`config.mk`:
```
export PLATFORM = sky130hd
export DESIGN_NAME = cordic_arbiter
export DESIGN_NICKNAME = d
export VERILOG_FILES = /design/src/rtl/cordic_pkg.sv /design/src/rtl/rr_arbiter.sv /design/src/rtl/cordic_arbiter.sv
export SDC_FILE = /design/constraint.sdc
export NUM_CORES = 1
export LEC_CHECK = 0
export ABC_AREA = 1
export BUFFER_PORTS_ARGS = -buffer_cell sky130_fd_sc_hd__buf_2
export CAP_MARGIN = 10
export CORE_MARGIN = 8
export CORE_UTILIZATION = 52
export CTS_CLUSTER_DIAMETER = 100
export DETAILED_ROUTE_END_ITERATION = 10
export GPL_TIMING_DRIVEN = 0
export PLACE_DENSITY = 0.87
export REMOVE_ABC_BUFFERS = 1
export SLEW_MARGIN = 0
export SYNTH_ARGS = -nofsm -noshare
export SYNTH_HDL_FRONTEND = slang
export SYNTH_SLANG_ARGS = --single-unit
```
`constraint.sdc`:
```
create_clock -name clk -period 6.75 [get_ports clk]
set_clock_uncertainty 0.2 [all_clocks]
set_input_delay 1.35 -clock clk [delete_from_list [all_inputs] [get_ports clk]]
set_output_delay 1.35 -clock clk [all_outputs]
set_load 0.03 [all_outputs]
```
`src/rtl/cordic_pkg.sv`:
```
// cordic_pkg: definitions shared by the CORDIC request arbiter.
//   state_t         - arbiter FSM states (2-bit encoding)
//   Q16_ONE         - 1.0 in Q16 signed fixed point
//   DEFAULT_TIMEOUT - default watchdog length in BUSY cycles
package cordic_pkg;

  typedef enum logic [1:0] {
    IDLE  = 2'd0,
    ISSUE = 2'd1,
    BUSY  = 2'd2,
    RESP  = 2'd3
  } state_t;

  localparam logic [31:0] Q16_ONE         = 32'h0001_0000;
  localparam int unsigned DEFAULT_TIMEOUT = 64;

endpackage

```
`src/rtl/rr_arbiter.sv`:
```
// rr_arbiter: combinational round-robin priority search.
// The search starts at index ptr and wraps modulo N_REQ. The first
// asserted request found is granted.
//   req       in  N_REQ  request vector
//   ptr       in  ID_W   highest-priority index
//   grant     out N_REQ  one-hot grant (zero when there are no requests)
//   grant_idx out ID_W   index of the granted requester (0 when none)
module rr_arbiter #(
  parameter int unsigned N_REQ = 4,
  parameter int unsigned ID_W  = 2
) (
  input  logic [N_REQ-1:0] req,
  input  logic [ID_W-1:0]  ptr,
  output logic [N_REQ-1:0] grant,
  output logic [ID_W-1:0]  grant_idx
);

  always_comb begin
    grant     = '0;
    grant_idx = '0;
    for (int unsigned k = 0; k < N_REQ; k++) begin
      int unsigned idx;
      // ptr + k wraps at most once, so one conditional subtract replaces a modulo.
      idx = 32'(ptr) + k;
      if (idx >= N_REQ) idx = idx - N_REQ;
      if (grant == '0 && req[idx[ID_W-1:0]]) begin
        grant[idx[ID_W-1:0]] = 1'b1;
        grant_idx            = idx[ID_W-1:0];
      end
    end
  end

endmodule

```
`src/rtl/cordic_arbiter.sv`:
```
// cordic_arbiter: round-robin scheduler that shares one CORDIC engine
// between N_REQ requesters.
//   clk, rst_n     clock (rising edge), asynchronous active-low reset
//   req_valid/req_ready/req_mode/req_theta
//                  per-requester request channel; req_theta is packed,
//                  with requester i at [i*DATA_W +: DATA_W]
//   rsp_valid/rsp_ready/rsp_data/rsp_err
//                  response channel; rsp_valid is one-hot to the owner;
//                  data and err are shared; err=1 means watchdog timeout
//   cordic_start   one-cycle start pulse to the engine
//   cordic_mode/cordic_theta
//                  operands latched at acceptance
//   cordic_result/cordic_done
//                  engine return; only a rising edge of done counts
//   busy           high whenever the FSM is not idle
module cordic_arbiter
  import cordic_pkg::*;
#(
  parameter int unsigned N_REQ   = 4,
  parameter int unsigned DATA_W  = 32,
  parameter int unsigned TIMEOUT = DEFAULT_TIMEOUT
) (
  input  logic                    clk,
  input  logic                    rst_n,
  input  logic [N_REQ-1:0]        req_valid,
  output logic [N_REQ-1:0]        req_ready,
  input  logic [N_REQ-1:0]        req_mode,
  input  logic [N_REQ*DATA_W-1:0] req_theta,
  output logic [N_REQ-1:0]        rsp_valid,
  input  logic [N_REQ-1:0]        rsp_ready,
  output logic [DATA_W-1:0]       rsp_data,
  output logic                    rsp_err,
  output logic                    cordic_start,
  output logic                    cordic_mode,
  output logic [DATA_W-1:0]       cordic_theta,
  input  logic [DATA_W-1:0]       cordic_result,
  input  logic                    cordic_done,
  output logic                    busy
);

  localparam int unsigned ID_W  = $clog2(N_REQ);
  localparam int unsigned CNT_W = $clog2(TIMEOUT) + 1;

  state_t             state;
  logic [ID_W-1:0]    rr_ptr;
  logic [ID_W-1:0]    id;
  logic               done_d;
  logic               done_edge;
  logic [CNT_W-1:0]   cnt;
  logic [N_REQ-1:0]   grant;
  logic [ID_W-1:0]    grant_idx;
  logic               grant_any;
  logic [ID_W-1:0]    ptr_next;

  rr_arbiter #(
    .N_REQ (N_REQ),
    .ID_W  (ID_W)
  ) u_rr (
    .req       (req_valid),
    .ptr       (rr_ptr),
    .grant     (grant),
    .grant_idx (grant_idx)
  );

  always_comb begin
    grant_any = |grant;
    done_edge = cordic_done & ~done_d;
    ptr_next  = (grant_idx == ID_W'(N_REQ - 1)) ? '0 : grant_idx + 1'b1;
    req_ready = '0;
    // Ready is gated with rst_n so every output is low while reset is held.
    if (state == IDLE && rst_n) req_ready = grant;
  end

  always_ff @(posedge clk or negedge rst_n) begin
    if (!rst_n) begin
      state        <= IDLE;
      rr_ptr       <= '0;
      id           <= '0;
      done_d       <= 1'b0;
      cnt          <= '0;
      rsp_valid    <= '0;
      rsp_data     <= '0;
      rsp_err      <= 1'b0;
      cordic_start <= 1'b0;
      cordic_mode  <= 1'b0;
      cordic_theta <= '0;
      busy         <= 1'b0;
    end else begin
      done_d       <= cordic_done;
      cordic_start <= 1'b0;
      case (state)
        IDLE: begin
          if (grant_any) begin
            id           <= grant_idx;
            cordic_mode  <= req_mode[grant_idx];
            cordic_theta <= req_theta[grant_idx*DATA_W +: DATA_W];
            rr_ptr       <= ptr_next;
            cordic_start <= 1'b1;
            busy         <= 1'b1;
            state        <= ISSUE;
          end
        end
        ISSUE: begin
          cnt   <= '0;
          state <= BUSY;
        end
        BUSY: begin
          if (done_edge) begin
            rsp_data  <= cordic_result;
            rsp_err   <= 1'b0;
            rsp_valid <= N_REQ'(1) << id;
            state     <= RESP;
          end else if (cnt == CNT_W'(TIMEOUT - 2)) begin
            // The count after this increment would reach TIMEOUT-1: abort.
            rsp_data  <= '0;
            rsp_err   <= 1'b1;
            rsp_valid <= N_REQ'(1) << id;
            state     <= RESP;
          end else begin
            cnt <= cnt + 1'b1;
          end
        end
        RESP: begin
          if (rsp_ready[id]) begin
            rsp_valid <= '0;
            rsp_data  <= '0;
            rsp_err   <= 1'b0;
            busy      <= 1'b0;
            state     <= IDLE;
          end
        end
        default: state <= IDLE;
      endcase
    end
  end

endmodule

```
# Word level (Yosys, flattened, before mapping)

Index checks and enable logic that the tools add are counted.

$add $sub $neg: 9
$mul: 0
Div/mod/pow operators: 0
Order comparisons: 14
Eq/ne operators: 10
Shift operators: 2
Mux-type cells: 58
Bitwise operators: 5
Reductions and logical operators: 21

Operators by type and width:

| operator              | count |
|---|---|
| $shiftx A128 B8 Y32   | 1 |
| $mux W32              | 3 |
| $pmux W32 S2          | 1 |
| $mux W4               | 8 |
| $mux W2               | 13 |
| $lt A2 B3 Y1 const B  | 6 |
| $mux W1               | 16 |
| $mux W7               | 2 |
| $pmux W7 S2           | 1 |
| $bmux W1 S2           | 6 |
| $logic_not A4 Y1      | 3 |
| $or A4 B4 Y4          | 3 |
| $reduce_and A3 Y1     | 4 |
| $ge A3 B3 Y1 const B  | 3 |
| $demux W1 S2          | 4 |
| $ge A2 B1 Y1 const B  | 4 |
| $logic_and A1 B1 Y1   | 8 |
| $ne A2 B2 Y1 const B  | 4 |
| $pmux W2 S4           | 1 |
| $pmux W4 S2           | 1 |
| $sub A2 B1 Y2 const B | 4 |
| $add A7 B1 Y7 const B | 1 |
| $eq A7 B6 Y1 const B  | 1 |
| $add A2 B2 Y3 const B | 2 |
| other kinds (14)      | 19 |

Flip-flop bits (word level): 86
Bits in latches: 0
RAM bits: 0
Memory bits (read-only): 0
Memories: 0

# Depth between registers and ports, before layout

Depth in word-level cells: 19
Depth in mapped cells: 24
Mapped depth without buffers: 22

# Cells and area by module

Synthesis repeated with hierarchy kept, for this count alone.

Cell total of the unflattened synthesis: 786
Area, all modules: 5,470.2 µm²

By module, submodules not included:

| module         | instances | cells an instance | area an instance (µm²) | sequential area each (µm²) |
|---|---|---|---|---|
| cordic_arbiter | 1         | 688               | 4,914.7                | 2,152.1 |
| rr_arbiter     | 1         | 98                | 555.5                  | 0.0 |

# Worst setup path before layout

OpenSTA, ideal clock, no wires.

Path kind: input port to output port
From: input port req_valid[3]
To: output port req_ready[0]
Data arrival time: 3.010 ns
Slack: 2.190 ns
Stages on the path: 13
Cells stage by stage: inv_1 nand2_1 nand3_2 nand2_4 a21oi_4 nand3_1 nand2_2 nor2_2 nand3_1 nand2_1 nor2_4 nand3_1 a21oi_1

Cells in the longest elaborated chain, start to end: 13
Elaborated cells on any way between the ends: 22

RTL lines:

| element                       | line                 | RTL |
|---|---|---|
| start, declared               | cordic_arbiter.sv:25 | `input logic [N_REQ-1:0] req_valid,` |
| $bmux W1 S2                   | rr_arbiter.sv:26     | `if (grant == '0 && req[idx[ID_W-1:0]]) begin` |
| $mux W1 (not written as such) | rr_arbiter.sv:26     |  |
| $mux W4                       | rr_arbiter.sv:26     |  |
| $logic_not A4 Y1              | rr_arbiter.sv:26     |  |
| $logic_and A1 B1 Y1           | rr_arbiter.sv:26     |  |
| $mux W4                       | rr_arbiter.sv:26     |  |
| $logic_not A4 Y1              | rr_arbiter.sv:26     |  |
| $logic_and A1 B1 Y1           | rr_arbiter.sv:26     |  |
| $mux W4                       | rr_arbiter.sv:26     |  |
| $logic_not A4 Y1              | rr_arbiter.sv:26     |  |
| $logic_and A1 B1 Y1           | rr_arbiter.sv:26     |  |
| $mux W4 (*)                   | rr_arbiter.sv:26     |  |
| $mux W4 (*)                   | cordic_arbiter.sv:71 | `if (state == IDLE && rst_n) req_ready = grant;` |
| end, declared                 | cordic_arbiter.sv:26 | `output logic [N_REQ-1:0] req_ready,` |

Every way passes the cells marked *; elsewhere a longest branch is shown, timed or not. The select of a mux whose other input is x is not followed.

# Worst setup path in the final report

From: register rr_ptr[0]
To: output port req_ready[3]

Cells in the longest elaborated chain, start to end: 17
Elaborated cells on any way between the ends: 57

RTL lines:

| element                                                | line                 | RTL |
|---|---|---|
| start, declared                                        | cordic_arbiter.sv:45 | `logic [ID_W-1:0] rr_ptr;` |
| start signal, assigned                                 | cordic_arbiter.sv:97 | `rr_ptr <= ptr_next;` |
| branches (longest 15 deep; another with $add A2 B1 Y3) | --                   |  |
| $mux W4 (*)                                            | rr_arbiter.sv:26     |  |
| $mux W4 (*)                                            | cordic_arbiter.sv:71 |  |

Mark *: on every way between the ends. The select of a mux whose other input is x is not followed.

==> summary.md <==
| Metric | Value |
|---|---|
| Vias | 5,910 |
| Hold_sp | cordic_theta[15]$_DFFE_PN0P_ |
| Mapped cell area | 5650 µm² |
| Final wirelength | 17,300 µm |
| Area grow syn2layout | 25.5% |
| Placed cells | 1,175 |
| Worst r2r src | rr_ptr[0]$_DFFE_PN0P_ |
| DRT Pass-1 Iters | 5 |
| Final Hold Violating Endpoints | 0 |
| Crit. End Element | primary output |
| Fill count | 961 |
| Bufs on Longest Clock Path | 2 |
| Unrepaired setup endpoints after global routing | false |
| Final Non-Filler Cells | 1,191 |
| Post-Syn Area per Cell | 6.86 µm² |
| Setup TNS | 0 ns |
| Startpoint types | register |
| YS warnings | 0 |
| R2r setup slk | 1.95 ns |
| Fin area | 7090 µm² |
| Required time worst endpoint | 5.20 ns |
| Die footprint | 14,500 µm² |
| Core area | 10,700 µm² |
| Initial Util | 52.8% |
| Die Y | 120 µm |
| Average wire per standard cell | 14.5 µm |
| Worst Path Buf+Inv | 3 |
| Metal2 WL | 8010 µm |
| Critical setup path kind | reg2out |
| Worst-path maximum fanout | 13 |
| # H-tree levels | 3 |
| Worst setup startpoint | rr_ptr[0]$_DFFE_PN0P_ |
| Gpl congestion | 0.855 |
| Worst hold stages | 2 |
| Register area share after synthesis | 38.1% |
| Post-CTS resize count | 0 |
| Share of cells above drive strength 1 | 29.0% |
| Maxcap violations | 0 |
| Count of input and output buffers | 250 |
| Fin crit share | 71.8% |
| Unique masters post-synth | 34 |
| Largest net degree at the start of global routing | 73 |
| HPWL after DPL | 12,900 µm |
| Final #Nets | 1,236 |
| CTS buffer count | 9 |
| Critical-path cell list | inv_4 > ha_1 > inv_1 > nand3_1 > o21ai_1 > a21oi_4 > nand3_1 > nand2_2 > nor2_2 > nand3_1 > nand2_1 > nor2_4 > nand3_1 > a21oi_1 > buf_2 |
| Hold WC Path Type | reg2reg |
| R2r endpoint | rr_ptr[0]$_DFFE_PN0P_ |
| Clock Latency Late Sink | 0.35 ns |
| CP max stage delay | 0.70 ns |
| DRC | 0 |
| CP arrival | 3.30 ns |
| Antenna cells | 0 |
| Clock sinks | 86 |
| FMAX | 206 MHz |
| Final Max Slew Viols | 0 |
| Clock-pin slew on the worst setup and hold paths | 0.08 ns |
| Aggregate global-route resource usage | 23.3% |
| Synth Register Bits | 86 |
| Met3 Routed Length | 1700 µm |
| CP dominant cell by count | nand3_1 |
| Clk root buf | clkbuf_8 |
| Die X | 120 µm |
| Post-Syn Instances | 823 |
| Setup bufs post-CTS | 0 |
| Antenna violations before repair | 0 |
| Vias in the first global route | 5,730 |
| Via/cell ratio | 4.96 |
| CP delay by family, top | simple AND/OR/NAND/NOR gates |
| Hold buffer count at CTS | 0 |
| Relative slew slack | 31.8% |
| Wire length on met1 | 7220 µm |
| # setup viols final | 0 |
| TritonCTS clock tree | yes |
| CP max stage cell | dfrtp_1 |
| ANT nets after route | 0 |
| Highest metal used | met4 |
| Hold endpoint | cordic_theta[15]$_DFFE_PN0P_ |
| GRT overflow | 0 |
| # rows | 38 |
| Status | finished, final reports clean |
| Actual slew at the worst max-slew pin | 1.02 ns |
| FF-to-FF path depth | 18 |
| DRT iter0 DRCs | 375 |
| First-pass GRT wire length | 27,600 µm |
| I/O Pins | 251 |
| Post-route minimum period | 4.85 ns |
| Area after DPL | 6920 µm² |
-- cell usage in the layout, fill, tap and decap left out, types with 5 or more instances in the layout --
| cell | instances |
|---|---|
| a21oi_1 | 6 |
| buf_2 | 249 |
| clkbuf_8 | 9 |
| dfrtp_1 | 86 |
| ha_1 | 15 |
| inv_1 | 101 |
| nand2_1 | 336 |
| nand2_2 | 14 |
| nand3_1 | 94 |
| nand3b_1 | 33 |
| nand4_1 | 7 |
| nor2_1 | 10 |
| o21ai_0 | 44 |
| o21ai_1 | 5 |
-- cell type report --
cell class / instances / area, µm² / area share [%]
Clock buffer: 9 / 124 / 1.75
Inverter: 106 / 403 / 5.68
Timing Repair Buffer: 253 / 1320 / 18.7
Multi-Input combinational cell: 590 / 2870 / 40.4
Sequential cell: 86 / 2150 / 30.3
Tap cell: 140 / 175 / 2.47
Clock inverter: 7 / 47.5 / 0.670
-- cell families after synthesis --
logic type,count (synthesis),share of synthesized area [%]
and+or+nand+nor,509,40.5
buffers and inverters,147,11.4
DFF,86,38.1
xor gates and xnor gates,2,0.310
adders and majority gates,15,3.32
AOI/OAI and AO/OA,64,6.38
-- how the worst max path moves through the flow --
stage / end / slack [ns] / cells past startpoint
2_1_floorplan: rsp_valid[0]$_DFFE_PN0P_ / 2.17 / 8
3_3_place_gp: rsp_data[31]$_DFFE_PN0P_ / 0.74 / 9
3_5_place_dp: rr_ptr[0]$_DFFE_PN0P_ / 1.66 / 18
4_1_cts: req_ready[2] / 1.92 / 15
5_1_grt: rr_ptr[0]$_DFFE_PN0P_ / 1.53 / 18
6_report: req_ready[3] / 1.90 / 15
-- tightest hold or removal path, stage by stage, from the launching register on --
cell and delay [ns]:
dfrtp_1 0.35, nand2_1 0.05, nand2_1 0.05
-- per-stage QoR --
step / util [%] / setup WS [ns] / hold WS [ns]
after global routing: 66.3 / 1.53 / 0.302
after CTS: 66.3 / 1.92 / 0.288
after detailed placement: 64.7 / 1.66 / 0.260
final: 66.3 / 1.90 / 0.285
after global placement: 63.9 / 0.738 / 0.258
after floorplan: - / 2.17 / 0.290
-- registers in the layout, indices dropped and copies added (netlist names) --
| register | cells |
|---|---|
| busy | 1 |
| cordic_mode | 1 |
| state | 2 |
| rsp_err | 1 |
| rsp_data | 32 |
| cordic_start | 1 |
| id | 2 |
| rr_ptr | 2 |
| cnt | 7 |
| done_d | 1 |
| cordic_theta | 32 |
| rsp_valid | 4 |
-- cells in the mapped netlist, drive strengths merged --
master	count	area (µm²)
nor2	15	76.3
a21oi	8	51.3
ha	15	188
a211oi	1	7.51
or2	2	12.5
o211ai	2	15.0
clkbuf	14	52.6
buf	27	189
nand3	97	508
o31ai	1	12.5
inv	106	403
nand4	7	43.8
nor3	1	5.00
o21ai	50	262
xor2	2	17.5
a31oi	2	12.5
nand3b	33	248
nand2	354	1390
dfrtp	86	2150
-- layer usage --
metal,vias to the layer above,global-route usage [%]
met5,-,0
met4,0,7.03
met3,24,7.88
met2,254,38.7
met1,2624,28.2
li1,3008,-
Power is not shown: default switching activity piles up to over one toggle a cycle in this logic, so the estimate is an artifact.
